`config.mk`:
```
export PLATFORM = sky130hd
export DESIGN_NAME = pc_fetch
export DESIGN_NICKNAME = d
export VERILOG_FILES = /design/src/rtl/pc_fetch_pkg.sv /design/src/rtl/pc_fetch_if_slot.sv /design/src/rtl/pc_fetch.sv
export SDC_FILE = /design/constraint.sdc
export NUM_CORES = 1
export LEC_CHECK = 0
export CAP_MARGIN = 20
export CORE_MARGIN = 2
export CORE_UTILIZATION = 24
export DETAILED_ROUTE_END_ITERATION = 10
export PLACE_DENSITY = 0.61
export SYNTH_ARGS = -nofsm -noshare
export SYNTH_HDL_FRONTEND = slang
export SYNTH_SLANG_ARGS = --single-unit
```
`constraint.sdc`:
```
create_clock -name clk -period 2.8 [get_ports clk]
set_input_delay 0.28 -clock clk [delete_from_list [all_inputs] [get_ports clk]]
set_output_delay 0.28 -clock clk [all_outputs]
set_load 0.03 [all_outputs]
```
`src/rtl/pc_fetch_pkg.sv`:
```
// Shared fetch-stage definitions: datapath width, PC increment and fetch FSM states.
package pc_fetch_pkg;

   localparam int XLEN = 32;
   localparam logic [XLEN-1:0] PC_STEP = 32'd4;

   typedef enum logic {
      FETCH = 1'b0,
      WAIT  = 1'b1
   } fetch_state_e;

   function automatic logic [XLEN-1:0] align_word(input logic [XLEN-1:0] addr);
      return {addr[XLEN-1:2], 2'b00};
   endfunction

endpackage

```
`src/rtl/pc_fetch_if_slot.sv`:
```
// One-entry output buffer between fetch and decode: filled by a memory response,
// drained by a decode handshake, flushed by a redirect.
module if_slot
   import pc_fetch_pkg::*;
(
   input  logic            clk,
   input  logic            rst_n,
   input  logic            i_fill,
   input  logic [XLEN-1:0] i_fill_instr,
   input  logic [XLEN-1:0] i_fill_pc,
   input  logic            i_flush,
   input  logic            i_ready,
   output logic            o_full,
   output logic            o_valid,
   output logic [XLEN-1:0] o_instr,
   output logic [XLEN-1:0] o_pc
);

   logic            r_valid;
   logic [XLEN-1:0] r_instr;
   logic [XLEN-1:0] r_pc;
   logic            w_drain;

   // A redirect hides the slot from decode so no wrong-path instruction is consumed.
   assign o_valid = r_valid && !i_flush;
   assign w_drain = o_valid && i_ready;
   assign o_full  = r_valid;
   assign o_instr = r_instr;
   assign o_pc    = r_pc;

   // NOTE: state uses non-blocking assignments; the data registers are reset too so
   // if_instr/if_pc read as zero after reset rather than X.
   always_ff @(posedge clk or negedge rst_n) begin
      if (!rst_n) begin
         r_valid <= 1'b0;
         r_instr <= '0;
         r_pc    <= '0;
      end else begin
         if (i_flush)
            r_valid <= 1'b0;
         else if (i_fill)
            r_valid <= 1'b1;
         else if (w_drain)
            r_valid <= 1'b0;

         if (i_fill) begin
            r_instr <= i_fill_instr;
            r_pc    <= i_fill_pc;
         end
      end
   end

endmodule

```
`src/rtl/pc_fetch.sv`:
```
// RV32I instruction-fetch stage: owns the PC, issues one outstanding word fetch at a
// time and buffers each returned instruction for decode; redirects flush wrong-path work.
module pc_fetch
   import pc_fetch_pkg::*;
#(
   parameter logic [XLEN-1:0] RESET_PC = 32'h0000_0000
) (
   input  logic            clk,
   input  logic            rst_n,
   input  logic            redirect_valid,
   input  logic [XLEN-1:0] redirect_pc,
   output logic            imem_req_valid,
   input  logic            imem_req_ready,
   output logic [XLEN-1:0] imem_addr,
   input  logic            imem_rsp_valid,
   input  logic [XLEN-1:0] imem_rdata,
   output logic            if_valid,
   input  logic            if_ready,
   output logic [XLEN-1:0] if_instr,
   output logic [XLEN-1:0] if_pc,
   output logic            misalign_err
);

   fetch_state_e    r_state, w_state_nxt;
   logic [XLEN-1:0] r_pc, w_pc_nxt;
   logic            r_discard, w_discard_nxt;
   logic            r_misalign;
   logic            w_req_valid;
   logic            w_fill;
   logic            w_slot_full;

   // NOTE: every signal assigned here gets a default first so no latch is inferred.
   always_comb begin
      w_state_nxt   = r_state;
      w_pc_nxt      = r_pc;
      w_discard_nxt = r_discard;
      w_fill        = 1'b0;
      w_req_valid   = 1'b0;

      if (r_state == FETCH) begin
         w_req_valid = !w_slot_full || if_ready;
         if (w_req_valid && imem_req_ready) begin
            w_state_nxt   = WAIT;
            // A request accepted alongside a redirect fetches the old path; drop its data.
            w_discard_nxt = redirect_valid;
         end
      end else begin
         if (imem_rsp_valid) begin
            w_state_nxt   = FETCH;
            w_discard_nxt = 1'b0;
            if (!r_discard && !redirect_valid) begin
               w_fill   = 1'b1;
               w_pc_nxt = r_pc + PC_STEP;
            end
         end else if (redirect_valid) begin
            w_discard_nxt = 1'b1;
         end
      end

      if (redirect_valid)
         w_pc_nxt = align_word(redirect_pc);
   end

   always_ff @(posedge clk or negedge rst_n) begin
      if (!rst_n) begin
         r_state    <= FETCH;
         r_pc       <= RESET_PC;
         r_discard  <= 1'b0;
         r_misalign <= 1'b0;
      end else begin
         r_state    <= w_state_nxt;
         r_pc       <= w_pc_nxt;
         r_discard  <= w_discard_nxt;
         r_misalign <= redirect_valid && (redirect_pc[1:0] != 2'b00);
      end
   end

   assign imem_req_valid = w_req_valid;
   assign imem_addr      = r_pc;
   assign misalign_err   = r_misalign;

   if_slot u_slot (
      .clk          (clk),
      .rst_n        (rst_n),
      .i_fill       (w_fill),
      .i_fill_instr (imem_rdata),
      .i_fill_pc    (r_pc),
      .i_flush      (redirect_valid),
      .i_ready      (if_ready),
      .o_full       (w_slot_full),
      .o_valid      (if_valid),
      .o_instr      (if_instr),
      .o_pc         (if_pc)
   );

endmodule

```
# After elaboration in Yosys (flattened, before gate mapping)
# Index checks and enable logic that the tools add are counted.
# Widths: inputs -> output; s select.
[op_classes] n_eq_ne=1 n_addsub=1 mux=18 reduce_logical=17
[op_table] cell="$mux 32" count=4
[op_table] cell="$add 32x3->32 const B" count=1
[op_table] cell="$mux 1" count=14
[op_table] cell="$reduce_bool 2->1" count=5
[op_table] cell="$logic_and 1x1->1" count=5
[op_table] cell="$logic_not 1->1" count=3
[op_table] cell="$ne 3x3->1 const B" count=1
[op_table] cell="$reduce_and 3->1" count=1
[op_table] cell="$reduce_bool 3->1" count=1
[op_table] cell="$reduce_and 2->1" count=1
[op_table] cell="$logic_or 1x1->1" count=1
[totals] out_inout_bits=99 elab_cells=44 in_bits=70 register_bits=100

# Depth between registers and ports, before layout
[depth] ltp_word=7 mapped_depth=7 mapped_depth_nobuf=5

# By module
# Synthesis repeated with hierarchy kept, for this count alone.
[hier_totals] cells_unflattened=366 area_unflattened_um2=4581.9
[modules_own_cells] module="if_slot" cells_per_inst=140 n_inst=1 seq_area_each_um2=1626.6 area_per_inst_um2=2625.0
[modules_own_cells] module="pc_fetch" cells_per_inst=226 n_inst=1 seq_area_each_um2=825.8 area_per_inst_um2=1956.9

# Least setup slack after synthesis
# Ideal clock, no wire load.
[synth_path] kind="reg2reg" start="register r_pc[11], in the netlist imem_addr[11]" end="register r_pc[26], in the netlist imem_addr[26]" path_slack_ns=0.691 path_buffers=1 arrival_ns=1.988 t_required_ns=2.679 stages_incl_launch_ff=6 synth_period_minus_slack_ns=2.109 setup_time_ns=0.121 path_cell_list="dfrtp_1 -> nand4_1 -> or4_4 -> buf_6 -> or4_1 -> o211a_1"
[synth_via] elab_chain_cells=5
[synth_lines] item="start, declared" line_no="pc_fetch.sv:25" rtl="logic [XLEN-1:0] r_pc, w_pc_nxt;"
[synth_lines] item="start signal, assigned" line_no="pc_fetch.sv:72" rtl="r_pc <= w_pc_nxt;"
[synth_lines] item="$add 32x3->32" line_no="pc_fetch.sv:53" rtl="w_pc_nxt = r_pc + PC_STEP;"
[synth_lines] item="$mux 32" line_no="pc_fetch.sv:51" rtl="if (!r_discard && !redirect_valid) begin"
[synth_lines] item="$mux 32" line_no="pc_fetch.sv:48" rtl="if (imem_rsp_valid) begin"
[synth_lines] item="$mux 32" line_no="pc_fetch.sv:40" rtl="if (r_state == FETCH) begin"
[synth_lines] item="$mux 32" line_no="pc_fetch.sv:60" rtl="if (redirect_valid)"
# No other way between the ends. The select of a mux whose other input is x is not followed.
# A chain may end at the register's enable or synchronous reset.

# Worst setup path in the final report
[layout_path] start="input imem_rsp_valid" end="register r_pc[31], in the netlist imem_addr[31]"
[layout_via] elab_chain_cells=2
[layout_lines] item="start, declared" line_no="pc_fetch.sv:15" rtl="input logic imem_rsp_valid,"
[layout_lines] item="$reduce_bool 2->1 (no source line)"
[layout_lines] item="$reduce_and 3->1 (no source line)"
# No other way between the ends.

==> flow_summary.json <==
{
  "ctsLongestPathBuffers": 2,
  "diodes": 0,
  "syn-cell-area_sq_mm": 0.00422,
  "worstPathArrival_ps": 2450,
  "power.leakage_nw": 2.56,
  "grt_pass1_wl_microns": 17600,
  "row_count": 48,
  "die-area_sq_mm": 0.0187,
  "vias": 3379,
  "drv_slew": 0,
  "p_clk_share_pct": 23.6,
  "relSlewSlack_pct": 66.3,
  "r2r_cells": 5,
  "reg2reg_from": "r_state",
  "period_share_pct": 78.4,
  "synth_area_leader_cell": "dfrtp_1",
  "wl_per_cell_microns": 15.4,
  "r2r_setup_slack_ps": 610,
  "cp_max_fo": 22,
  "viasPerCell": 4.52,
  "core_area_sq_mm": 0.0172,
  "sw_frac_of_total_pct": 35.1,
  "clock_sinks": 96,
  "synth_ff_type": "dfrtp_1",
  "dpl_cell_area_sq_mm": 0.00617,
  "p_int_mw": 3.65,
  "synth-simple-area-share_pct": 12.9,
  "critPathLaunch": "imem_rsp_valid",
  "placement.io_buffers": 164,
  "fmax_ghz": 0.455,
  "antenna_found_initial": 0,
  "ys_seq_area_share_pct": 56.9,
  "cts_tree": "built",
  "worstMarginPinSlew_ps": 505,
  "n_fill_cell": 1655,
  "final_common_cell": "clkdlybuf4s50_1",
  "synth_area_leaders": "dfrtp_1, mux2_2, or4_1",
  "wl_met2_microns": 5350,
  "netlist.area_leader.share_pct": 56.9,
  "endpoint": "imem_addr[31]",
  "synthArstFlopShare_pct": 100,
  "syn_avg_cell_area_sq_um": 12.1,
  "die_y_microns": 137,
  "highest_layer": "met4",
  "p_sw_mw": 1.97,
  "final_cell_mix": "clkdlybuf4s50_1, dfrtp_1, mux2_2",
  "firstDrtPassIters": 4,
  "finalSetupViolations": 0,
  "gp_congestion": 0.742,
  "start_util_pct": 24.5,
  "startpoint_type": "input port",
  "io_pins": 169,
  "worst_ir_drop_vdd_uv": 383,
  "ant_nets": 0,
  "die_width_microns": 137,
  "rsz0062_at_grt": "false",
  "grt_pass1_vias": 3330,
  "clk_latency_ps": 340,
  "finClkSkew_ps": 8.36,
  "critPathRequiredTime_ps": 3060,
  "cap_violations": 0,
  "path_clk_slew_ps": 70,
  "fin_cells": 748,
  "wl_met3_microns": 995,
  "postCtsSetupRepairBufs": 0,
  "track_usage_pct": 12.3,
  "synth_top_family_by_area": "multiplexers",
  "yosys_warnings": 0,
  "synth_xor_xnor_area_share_pct": 1.66,
  "postLayoutCellArea_sq_mm": 0.00649,
  "root_buffer": "clkbuf_16",
  "r2r-end": "imem_addr[31]",
  "cts_max_level": 3,
  "p_comb_share_pct": 40.3,
  "numCtsBuffers": 9,
  "final.setup.tns_ps": 0,
  "wl_met1_microns": 5050,
  "crit_type": "input port to flop",
  "synth.mux.area_fraction_pct": 17.0,
  "synth_edf_count": 0,
  "yosys.cell_types.count": 35,
  "end_kind": "flop",
  "synth_cells": 350,
  "drive_gt1_share_pct": 17.8,
  "synth_compound_area_share_pct": 7.88,
  "status": "completed",
  "dp_cells": 731,
  "power_density_mw_per_mm2": 866,
  "ys_ff_latch": 96,
  "pwr-share-seq_pct": 36.1,
  "hp-class": "input port to asynchronous set/reset pin",
  "synth-adder-area-share_pct": 0.296,
  "num-nets-final": 589,
  "dpl.hpwl_microns": 8520,
  "hold_violations": 0,
  "grt_max_degree": 42,
  "min_period_ps": 2200,
  "drc_errors": 0,
  "drt-initial-drc-count": 176,
  "wirelength_microns": 11500,
  "synthToLayoutAreaGrowth_pct": 53.7,
  "grt_overflow": 0
}
[worst min-delay path by stage]
stage / end / slack [ps] / cells after the start / startpoint
finish: imem_addr[21] / 400 / 2 / rst_n
global route: imem_addr[30] / 440 / 2 / rst_n
CTS: imem_addr[21] / 390 / 2 / rst_n
detailed placement: misalign_err / 210 / 1 / rst_n
global placement: misalign_err / 200 / 1 / rst_n
floorplan: imem_addr[10] / -20 / 0 / rst_n
[logic make-up after synthesis]
family,after synthesis
flip-flops,96
AND/OR/NAND/NOR,98
XOR/XNOR,8
buffers and inverters,30
other,1
adder cells (fa/ha/maj),1
AO/OA/AOI/OAI,52
multiplexers,64
[worst max-delay path, stage by stage]
cell             delay, ps
clkdlybuf4s50_1        570
nand3b_4               160
or4_1                  530
buf_4                  210
or4_1                  510
a31oi_1                180
[power by group through the flow]
stage               clock network, mW  logic [mW]  registers (mW)
floorplan                           0       0.449            2.81
global placement                    0        2.27            2.04
detailed placement                  0        2.29            2.06
CTS                              1.38        2.29            2.04
global route                     1.45        2.39            2.09
finish                           1.33        2.26            2.03
[metrics by stage]
| stage | total power, mW | setup slack [ps] | hold slack (ps) | utilization, % |
|---|---|---|---|---|
| final | 5.62 | 604 | 400 | 37.7 |
| after CTS | 5.71 | 596 | 394 | 37.7 |
| after global routing | 5.93 | 462 | 441 | 37.7 |
| after global placement | 4.30 | 274 | 203 | 35.8 |
| after floorplan | 3.26 | 691 | -15.6 | - |
| after detailed placement | 4.35 | 247 | 209 | 35.8 |
[sequential cells by signal (all words and copies together) (netlist names)]
register / cells
u_slot.o_pc: 30
imem_addr: 30
u_slot.o_full: 1
r_state: 1
u_slot.o_instr: 32
misalign_err: 1
r_discard: 1
[cell usage after synthesis (3+ instances only)]
library cell and instances:
o21ai_0 15, mux2_2 62, or4_1 18, xnor2_1 5, clkbuf_1 17, inv_1 6
nand4_1 5, nand3_1 11, and3_1 3, nor2_1 24, buf_4 5, a31oi_1 18
xor2_1 3, or3_1 5, o31ai_1 14, nand2_1 20, dfrtp_1 96
[layer usage]
| layer | vias up | global-route usage (%) |
|---|---|---|
| met4 | 0 | 4.05 |
| met5 | - | 0 |
| met3 | 9 | 4.85 |
| met2 | 112 | 18.6 |
| met1 | 1640 | 16.1 |
| li1 | 1618 | - |
[repair_timing]
item	4_1_cts	5_1_grt
hold buffers	1	0
hold endpoints to repair	24	0
resized for setup	0	0
[final cells by class]
cell class	count	area (sq um)	area share, %
sequential	96	2400	37.0
timing repair buffer	178	1770	27.3
multi-input combinational	227	1700	26.2
tap	225	282	4.34
clock buffer	13	250	3.85
clock inverter	3	65.1	1.00
inverter	6	22.5	0.347
Power figures use the tool's default switching activity.
==> variant (same settings) <==
Make the reset (`rst_n`) synchronous in 2 clocked blocks.
--- a/src/rtl/pc_fetch_if_slot.sv
+++ b/src/rtl/pc_fetch_if_slot.sv
@@ -30,7 +30,7 @@
 
    // NOTE: state uses non-blocking assignments; the data registers are reset too so
    // if_instr/if_pc read as zero after reset rather than X.
-   always_ff @(posedge clk or negedge rst_n) begin
+   always_ff @(posedge clk) begin
       if (!rst_n) begin
          r_valid <= 1'b0;
          r_instr <= '0;
--- a/src/rtl/pc_fetch.sv
+++ b/src/rtl/pc_fetch.sv
@@ -61,7 +61,7 @@
          w_pc_nxt = align_word(redirect_pc);
    end
 
-   always_ff @(posedge clk or negedge rst_n) begin
+   always_ff @(posedge clk) begin
       if (!rst_n) begin
          r_state    <= FETCH;
          r_pc       <= RESET_PC;
Check against the original RTL: differs if rst_n is asserted again (counterexample within 4 cycles, from zero or initial values and one cycle with rst_n low); with rst_n held inactive, the same outputs for 4 cycles.
==> variant against the unedited design <==
Sequential share of layout area decreased by 6.4 points. Synthesized cell count increased by 42%. Critical endpoint is now imem_req_valid. Final area decreased by 3.1%. Core utilization increased by 0.12 points. Sequential cell count unchanged. Synthesized area decreased by 2.6%. Wire length increased by 6.9%. Worst setup slack improved by 220 ps. First-iteration DRC count decreased by 27%. Worst hold slack improved by 5.8 ps.
Power is not compared: it rests on default switching activity, and its combinational part moved more than twofold at a synthesized area within 25%.
==> variant: results (changes against the unedited design) <==
stage,metric,value,unit,change
layout,share of cells above drive strength 1,5.81,%,-12 points
worst_setup_path,largest delay contributor family on the critical path,buffers and inverters,,
worst_setup_path,Crit path arrival time,1700,ps,-750 ps
hold_path,worst min path class,primary input to register,,
global_routing,initial antenna violation count,1,,+1
worst_setup_path,CP endpoint,imem_req_valid,,
global_routing,first-pass GRT wire length,19000,µm,+7.9%
placed_design,Final HPWL DP,8620,µm,+1.2%
routing,wire length per cell,14.0,µm,-8.6%
global_routing,largest net degree at the start of global routing,63,,+50%
worst_setup_path,CP peak stage delay,700,ps,+130 ps
routing,DR vias/cell,4.40,,-2.5%
synthesis,most frequent cells after synthesis,"nand2_1, dfxtp_1, a21boi_0, o21ai_0, clkbuf_1",,
synthesis,post-synthesis adder-cell area fraction,0.304,%,+0.0079 points
layout,Final nets,720,,+22%
worst_setup_path,reg2reg start,imem_addr[14]$_SDFFE_PN0P_,,
synthesis,mux share of post-synthesis cell area,0.974,%,-16 points
timing,crit share post-route,70.8,%,-7.7 points
global_routing,all-layer global routing usage,13.6,%,+1.2 points
synthesis,ys flop type,dfxtp_1,,
global_routing,vias in the first global route,3510,,+5.4%
synthesis,Synth Area in Compound Gates,19.0,%,+11 points
placed_design,placed insts,858,,+17%
worst_setup_path,peak fanout along the critical path,2,,-91%
synthesis,ys async rst share,0,%,-100 points
synthesis,sequential fraction of the synthesis area,46.7,%,-10 points
synthesis,synth top area cells,"dfxtp_1, nand2_1, a21boi_0",,
placed_design,GP Congestion,0.750,,+1.1%
worst_setup_path,Crit-path slowest cell,clkdlybuf4s50_1,,
layout,Non-Filler Instances,875,,+17%
worst_setup_path,Critical Path Start,if_ready,,
synthesis,post-synthesis cell type count,42,,+20%
placed_design,Place WS,661,ps,+415 ps
status,status,finished clean,,
worst_setup_path,R2R Path End,imem_addr[25]$_SDFFE_PN0P_,,
timing,hold slack,406,ps,+5.79 ps
clock_network,clock latency on the worst-skew pair,360,ps,+20 ps
variant: cell count changes after synthesis, moves of 21 or more:
cell and change:
nand2_1 +131, dfrtp_1 -96, dfxtp_1 +96, a21boi_0 +63
mux2_2 -62, a21oi_1 +21, nor2_1 -21
variant: worst register-to-register path: stages, from the launching register on:
cell     delay (ps)
dfxtp_1         450
and4_1          310
nand4_1         380
nor4_1          370
xnor2_1         160
a21oi_1          80
variant: per-stage QoR:
step	util (%)	cell area (µm²)
finish	37.8	6290
global route	37.8	6290
CTS	37.8	6290
detailed placement	35.9	5970
global placement	35.9	5970
floorplan	-	4120
variant: final cells by class:
| type | instances | area (µm²) | share of cell area [%] |
|---|---|---|---|
| Antenna cell | 1 | 2.50 | 0.0398 |
| Sequential cell | 96 | 1920 | 30.6 |
| Timing Repair Buffer | 173 | 1730 | 27.5 |
| Inverter | 4 | 15.0 | 0.239 |
| Clock buffer | 11 | 253 | 4.02 |
| Clock inverter | 5 | 63.8 | 1.01 |
| Tap cell | 220 | 275 | 4.38 |
| Multi-Input combinational cell | 365 | 2030 | 32.3 |
variant: report_power, final:
group          total, mW  internal [mW]  switching (mW)
clock network       1.31          0.748           0.566
logic              0.448          0.224           0.224
registers           1.47           1.41          0.0609
total               3.24           2.38           0.851
variant: kinds of logic (layout without fill, tap and decap cells):
kind of cell,after synthesis,after routing
flip-flops,96,96
adder cells (fa/ha/maj),1,1
multiplexers,4,4
buffers and inverters,40,193
XOR/XNOR,25,25
AND/OR/NAND/NOR,209,209
other,1,5
AO/OA/AOI/OAI,122,122
variant: routing by layer:
layer | track usage [%] | wire length (µm)
met5 | 0 | 0
met4 | 4.85 | 152
met3 | 5.48 | 1040
met2 | 20.7 | 5590
met1 | 17.3 | 5510
